## src/rtl/apple_gen_pkg.sv

```systemverilog
// -----------------------------------------------------------------------------
// apple_gen_pkg
// Shared snake-game definitions: playfield size, coordinate widths matching
// the drawing stage, LFSR seed/taps and the apple generator state encoding.
// -----------------------------------------------------------------------------
package apple_gen_pkg;

  localparam int GRID_COLS = 64;
  localparam int GRID_ROWS = 48;

  // Coordinate widths are fixed by the apple drawing stage.
  localparam int X_W = 7;
  localparam int Y_W = 6;

  localparam logic [15:0] LFSR_SEED = 16'hACE1;
  localparam logic [15:0] LFSR_TAPS = 16'hB400;

  typedef enum logic [2:0] {
    IDLE  = 3'd0,
    DRAW  = 3'd1,
    QUERY = 3'd2,
    SCAN  = 3'd3,
    FULL  = 3'd4
  } state_t;

endpackage

```

## src/rtl/apple_gen_if.sv

```systemverilog
// -----------------------------------------------------------------------------
// apple_gen_if
// Occupancy query handshake between the apple generator (master) and the
// snake-body store (slave).
//   query_req  : request, held high until occ_valid
//   query_x/y  : cell being queried, stable while query_req is high
//   occ_valid  : response strobe
//   occ_hit    : cell occupied, meaningful only with occ_valid
// -----------------------------------------------------------------------------
interface apple_gen_if;
  import apple_gen_pkg::*;

  logic           query_req;
  logic [X_W-1:0] query_x;
  logic [Y_W-1:0] query_y;
  logic           occ_valid;
  logic           occ_hit;

  modport master (
    output query_req, query_x, query_y,
    input  occ_valid, occ_hit
  );

  modport slave (
    input  query_req, query_x, query_y,
    output occ_valid, occ_hit
  );

endinterface

```

## src/rtl/apple_gen_lfsr16.sv

```systemverilog
// -----------------------------------------------------------------------------
// lfsr16
// 16-bit Galois LFSR, right-shifting, free running on every pclk edge.
// Ports: pclk (clock), rst_n (async active-low reset to seed), state (value).
// -----------------------------------------------------------------------------
module lfsr16
  import apple_gen_pkg::*;
(
  input  logic        pclk,
  input  logic        rst_n,
  output logic [15:0] state
);

  always_ff @(posedge pclk or negedge rst_n) begin
    if (!rst_n) begin
      state <= LFSR_SEED;
    end else if (state[0]) begin
      state <= (state >> 1) ^ LFSR_TAPS;
    end else begin
      state <= state >> 1;
    end
  end

endmodule

```

## src/rtl/apple_gen.sv

```systemverilog
// -----------------------------------------------------------------------------
// apple_gen
// Places a new apple on a free playfield cell after each eaten pulse. Random
// candidates come from an LFSR and are checked against the snake body via the
// occupancy query bus; after MAX_TRIES rejections a raster scan from (0,0)
// guarantees termination, and a fully occupied board latches board_full.
// Ports:
//   pclk, rst_n        clock, asynchronous active-low reset
//   eaten              one-cycle pulse, snake head entered the apple cell
//   bus (master)       occupancy query handshake
//   apple_x / apple_y  current apple cell (registered)
//   apple_valid        apple_x/y hold a placed, free cell
//   busy               search in progress
//   board_full         sticky, no free cell exists
// -----------------------------------------------------------------------------
module apple_gen
  import apple_gen_pkg::*;
#(
  parameter int GRID_COLS = apple_gen_pkg::GRID_COLS,
  parameter int GRID_ROWS = apple_gen_pkg::GRID_ROWS,
  parameter int MAX_TRIES = 255,
  parameter int INIT_X    = 40,
  parameter int INIT_Y    = 24
) (
  input  logic           pclk,
  input  logic           rst_n,
  input  logic           eaten,
  apple_gen_if.master    bus,
  output logic [X_W-1:0] apple_x,
  output logic [Y_W-1:0] apple_y,
  output logic           apple_valid,
  output logic           busy,
  output logic           board_full
);

  localparam int             TRY_W    = $clog2(MAX_TRIES + 1);
  localparam logic [TRY_W-1:0] TRY_LAST = TRY_W'(MAX_TRIES - 1);
  localparam logic [X_W-1:0] COLS_M1  = X_W'(GRID_COLS - 1);
  localparam logic [Y_W-1:0] ROWS_M1  = Y_W'(GRID_ROWS - 1);

  state_t           state;
  logic [TRY_W-1:0] tries;
  logic [15:0]      lfsr;
  logic [X_W-1:0]   cand_x;
  logic [Y_W-1:0]   cand_y;
  logic             cand_ok;
  logic             last_try;
  logic             resp;
  logic             last_cell;

  lfsr16 u_lfsr (
    .pclk  (pclk),
    .rst_n (rst_n),
    .state (lfsr)
  );

  assign cand_x    = lfsr[6:0];
  assign cand_y    = lfsr[12:7];
  assign cand_ok   = (cand_x <= COLS_M1) && (cand_y <= ROWS_M1);
  assign last_try  = (tries == TRY_LAST);
  // A strobe without an outstanding request is stale and must be ignored.
  assign resp      = bus.occ_valid && bus.query_req;
  assign last_cell = (bus.query_x == COLS_M1) && (bus.query_y == ROWS_M1);

  always_ff @(posedge pclk or negedge rst_n) begin
    if (!rst_n) begin
      state         <= IDLE;
      tries         <= '0;
      apple_x       <= X_W'(INIT_X);
      apple_y       <= Y_W'(INIT_Y);
      apple_valid   <= 1'b1;
      busy          <= 1'b0;
      board_full    <= 1'b0;
      bus.query_req <= 1'b0;
      bus.query_x   <= '0;
      bus.query_y   <= '0;
    end else begin
      case (state)
        IDLE: begin
          if (eaten) begin
            state       <= DRAW;
            apple_valid <= 1'b0;
            busy        <= 1'b1;
            tries       <= '0;
          end
        end

        DRAW: begin
          if (cand_ok) begin
            bus.query_x   <= cand_x;
            bus.query_y   <= cand_y;
            bus.query_req <= 1'b1;
            state         <= QUERY;
          end else if (last_try) begin
            bus.query_x <= '0;
            bus.query_y <= '0;
            state       <= SCAN;
          end else begin
            tries <= tries + TRY_W'(1);
          end
        end

        QUERY: begin
          if (resp) begin
            // query_req drops on every response so each new query is a fresh
            // rising edge for the responder.
            bus.query_req <= 1'b0;
            if (!bus.occ_hit) begin
              apple_x     <= bus.query_x;
              apple_y     <= bus.query_y;
              apple_valid <= 1'b1;
              busy        <= 1'b0;
              state       <= IDLE;
            end else if (last_try) begin
              bus.query_x <= '0;
              bus.query_y <= '0;
              state       <= SCAN;
            end else begin
              tries <= tries + TRY_W'(1);
              state <= DRAW;
            end
          end
        end

        SCAN: begin
          if (!bus.query_req) begin
            bus.query_req <= 1'b1;
          end else if (resp) begin
            bus.query_req <= 1'b0;
            if (!bus.occ_hit) begin
              apple_x     <= bus.query_x;
              apple_y     <= bus.query_y;
              apple_valid <= 1'b1;
              busy        <= 1'b0;
              state       <= IDLE;
            end else if (last_cell) begin
              board_full <= 1'b1;
              busy       <= 1'b0;
              state      <= FULL;
            end else if (bus.query_x == COLS_M1) begin
              bus.query_x <= '0;
              bus.query_y <= bus.query_y + Y_W'(1);
            end else begin
              bus.query_x <= bus.query_x + X_W'(1);
            end
          end
        end

        FULL: begin
          // Terminal until reset.
        end

        default: state <= IDLE;
      endcase
    end
  end

endmodule

```

## src/flat_wrapper.sv

```systemverilog
// flat-port wrapper written by rule: the top's interface ports become plain ports
module apple_gen_flat import apple_gen_pkg::*;
#(
  parameter int GRID_COLS = apple_gen_pkg::GRID_COLS,
  parameter int GRID_ROWS = apple_gen_pkg::GRID_ROWS,
  parameter int MAX_TRIES = 255,
  parameter int INIT_X    = 40,
  parameter int INIT_Y    = 24
)
  (pclk, rst_n, eaten, apple_x, apple_y, apple_valid, busy, board_full, bus_query_req, bus_query_x, bus_query_y, bus_occ_valid, bus_occ_hit);
  apple_gen_if bus_i ();
  input  logic pclk;
  input  logic rst_n;
  input  logic eaten;
  output logic [X_W-1:0] apple_x;
  output logic [Y_W-1:0] apple_y;
  output logic apple_valid;
  output logic busy;
  output logic board_full;
  output wire logic [$bits(bus_i.query_req)-1:0] bus_query_req;
  output wire logic [$bits(bus_i.query_x)-1:0] bus_query_x;
  output wire logic [$bits(bus_i.query_y)-1:0] bus_query_y;
  input wire logic [$bits(bus_i.occ_valid)-1:0] bus_occ_valid;
  input wire logic [$bits(bus_i.occ_hit)-1:0] bus_occ_hit;
  assign bus_query_req = bus_i.query_req;
  assign bus_query_x = bus_i.query_x;
  assign bus_query_y = bus_i.query_y;
  assign bus_i.occ_valid = bus_occ_valid;
  assign bus_i.occ_hit = bus_occ_hit;
  apple_gen #(.GRID_COLS(GRID_COLS), .GRID_ROWS(GRID_ROWS), .MAX_TRIES(MAX_TRIES), .INIT_X(INIT_X), .INIT_Y(INIT_Y)) u_core (.pclk(pclk), .rst_n(rst_n), .eaten(eaten), .bus(bus_i), .apple_x(apple_x), .apple_y(apple_y), .apple_valid(apple_valid), .busy(busy), .board_full(board_full));
endmodule
```

## config.mk

```make
export PLATFORM = sky130hd
export DESIGN_NAME = apple_gen_flat
export DESIGN_NICKNAME = d
export VERILOG_FILES = /design/src/rtl/apple_gen_pkg.sv /design/src/rtl/apple_gen_if.sv /design/src/rtl/apple_gen_lfsr16.sv /design/src/rtl/apple_gen.sv /design/src/flat_wrapper.sv
export SDC_FILE = /design/constraint.sdc
export NUM_CORES = 1
export LEC_CHECK = 0
export BUFFER_PORTS_ARGS = -buffer_cell sky130_fd_sc_hd__buf_2
export CORE_UTILIZATION = 40
export DETAILED_ROUTE_END_ITERATION = 10
export HOLD_SLACK_MARGIN = 0.05
export SYNTH_ARGS = -nofsm -noshare
export SYNTH_HDL_FRONTEND = slang
export SYNTH_HIERARCHICAL = 1
export SYNTH_SLANG_ARGS = --single-unit
```

## constraint.sdc

```tcl
create_clock -name pclk -period 1.73 [get_ports pclk]
set_input_delay 0.0865 -clock pclk [delete_from_list [all_inputs] [get_ports pclk]]
set_output_delay 0.0865 -clock pclk [all_outputs]
set_load 0.1 [all_outputs]
```

==> impl_metrics.ini <==
[status]
status = finished with violations
violations = negative setup slack

[timing]
max_freq_ghz = 0.5392
drv_slew = 0
worst_pin_slew_ns = 0.5060
fin_skew_ns = 0.01106
hold_violations = 0
worst_slack_ns = -0.1247
relSlewSlack = 0.6626
setup_viol = 31
rsz0062_at_grt = yes
period_minus_slack_ns = 1.855
finalCritPeriodShare = 1.072

[pwr]
p_leak_nw = 1.975
peakVddDrop_mv = 1.127
p_per_area_nw_per_um2 = 1808

[route]
ant_nets = 0
drc = 0
wl_um = 7894
via_per_inst = 5.588
drtIter0Drc = 169
vias = 2593
wl_per_cell_um = 17.01
drt-pass1-iter-count = 5

[flow_run]
drv_cap = 0

[layout]
diodes = 0
nFillCells = 533
syn_to_final_growth_pct = 53.84
multiInputGateArea_um2 = 1570
drive_above_1_share = 0.5781
fin_cells = 464
fin_nets = 388
regArea_um2 = 1484

[worst_setup_path]
cp-end-kind = register
start_kind = register
crit_arrival_ns = 2.07
critical_path_class = register to register
cp_max_fo = 11
required_ns = 1.95

[grt]
grt_max_degree = 25
grt_pass1_wl_um = 12160
grt.overflow.total = 0
antenna_found_initial = 0
gr-usage-all-layers = 0.2175
grt_pass1_vias = 2410

[synth]
synthArstFlopShare = 1.000
synthTopCellsByArea = dfrtp_1, dfstp_2, mux2_2, a21oi_1, nand3_1
ys_ff_latch = 57
yosysTopAreaCell = dfrtp_1
ys_types = 55
seq_area_frac_synth = 0.5177
yosysTopAreaCellShare = 0.3952
synth_fp_nets = 266
syn_area_um2 = 2786
synth_cells = 257
yosys_warnings = 6
synth_edf_count = 0
avgSynthCellArea_um2 = 10.84
synth_flop_cell = dfrtp_1

[floorplanning]
fp-row-count = 30
die_h_um = 85.46
die_w_um = 85.46
dieArea_um2 = 7303
initial_core_util = 0.4124
pin_count = 35
core_um2 = 6756

[clock_tree]
cts_tree = built
cts-root-buf = clkbuf_8
clk_pin_slew_ns = 0.06
h-tree-depth = 3
clock_latency_ns = 0.34
cts_buffer_depth = 2
cts_buffers = 9
clkSinkCount = 57

[hold_path]
hold_class = input pin to register

[place]
place.port_buffers = 34
dp_slack_ns = -0.1890
dp_hpwl_um = 5246
dp.cells = 431
gp_congestion = 0.8541
## metal layers
| layer | wire length, µm | vias to the layer above | GRT usage | part of all wire |
|---|---|---|---|---|
| met4 | 136 | 0 | 0.08636 | 0.017 |
| met1 | 3622 | 1275 | 0.3123 | 0.46 |
| met5 | 0 | - | 0 | 0 |
| met2 | 3731 | 92 | 0.3265 | 0.47 |
| li1 | - | 1213 | - | - |
| met3 | 403 | 13 | 0.03794 | 0.051 |
## power by group
group | internal, W | leakage, nW | switching [W]
logic | 0.00169 | 1.18 | 0.00297
clock network | 0.000701 | 0.0974 | 0.000521
registers | 0.00165 | 0.700 | 0.000213
total | 0.00404 | 1.98 | 0.00371
## final timing paths
path | slack, ns | start | end | depth (start not counted)
min in group asynchronous | 0.17 | rst_n | u_core/tries[2] | 2
setup / recovery | -0.12 | u_core/state[2] | u_core/state[0] | 7
hold reg to reg | 0.38 | u_core/u_lfsr/state[8] | u_core/u_lfsr/state[7] | 0
hold / removal | 0.12 | bus_occ_hit | u_core/state[2] | 3
setup reg to reg | -0.12 | u_core/state[2] | u_core/state[0] | 7
max in group asynchronous | 0.98 | rst_n | u_core/u_lfsr/state[5] | 3
## what timing repair did
item | 4_1_cts | 5_1_grt
pin swaps | 17 | 22
hold buffers | 1 | 0
setup endpoints to repair | 18 | 24
cloned | 0 | 1
buffers inserted | 6 | 10
endpoints found under the hold margin | 47 | 0
gates resized for setup | 28 | 34
## kinds of logic (layout without fill, tap and decap cells)
group           Yosys count  count (layout)  synth area share
compound gates           78              78            0.2034
flops                    57              57            0.5177
mux                      14              14           0.05658
xor+xnor                  6               6           0.01886
fa+ha+maj                 4               4           0.01796
buf+inv                  19             146           0.02964
simple gates             79              79            0.1558
## sequential cells by signal, indices dropped and copies added (netlist names)
signal                count
u_core/u_lfsr/state      16
u_core/apple_x            7
u_core/bus.query_req      1
u_core/bus.query_y        6
u_core/apple_valid        1
u_core/state              3
u_core/busy               1
u_core/tries              8
u_core/bus.query_x        7
u_core/board_full         1
u_core/apple_y            6
## final cells by class
cell class | count | area share
Multi-Input combinational cell | 181 | 0.3663
Clock buffer | 13 | 0.03473
Tap cell | 80 | 0.02335
Clock inverter | 3 | 0.009340
Timing Repair Buffer | 118 | 0.2096
Sequential cell | 57 | 0.3462
Inverter | 12 | 0.01051
## cells in the mapped netlist, drive strengths merged, types with 2 or more instances
cell type   n
dfrtp      44
nand2      15
a21oi      14
mux2       14
dfstp      13
inv        12
nand3      12
nor2       11
nor3       11
o21ai      10
a21o        8
buf         7
nand2b      7
o31ai       6
a31oi       5
xor2        5
ha          4
nand4       4
nor2b       4
o21a        4
or2         4
or3         4
a21boi      3
a22o        3
a22oi       3
a32o        3
nor4        3
o211ai      3
a221oi      2
a32oi       2
o221ai      2
o22ai       2
o31a        2
or4         2
## stage by stage
step	utilization	hold WS [ns]	total power, W	TNS, ns	area (µm²)
global route	0.6344	0.09586	0.008116	-4.460	4287
detailed placement	0.5420	-0.005506	0.005798	-1.213	3662
CTS	0.5965	0.08529	0.007353	-0.7500	4030
floorplan	-	-0.2091	0.004565	-1.669	2910
finish	0.6344	0.1153	0.007749	-2.089	4287
global placement	0.5420	-0.001162	0.005787	-0.8144	3662
## worst max-delay path, cell delays in order (launching register included)
cell and delay, ns:
dfrtp_1 0.42, buf_4 0.15, buf_6 0.13, and3b_2 0.26, buf_6 0.15, nand2_1 0.09
o21a_1 0.22, mux2_4 0.30
## cell usage in the layout, fill, tap and decap left out, types with 6 or more instances in the layout
cell / count
a21o_1: 7
clkbuf_8: 10
dfrtp_4: 9
dfrtp_2: 6
buf_6: 14
dfstp_2: 13
nor2_1: 8
nand2_1: 12
nand3_1: 10
a21oi_1: 11
buf_2: 34
nor3_1: 6
inv_1: 11
buf_4: 66
mux2_2: 12
dfrtp_1: 29
(Power assumes the default switching activity.)
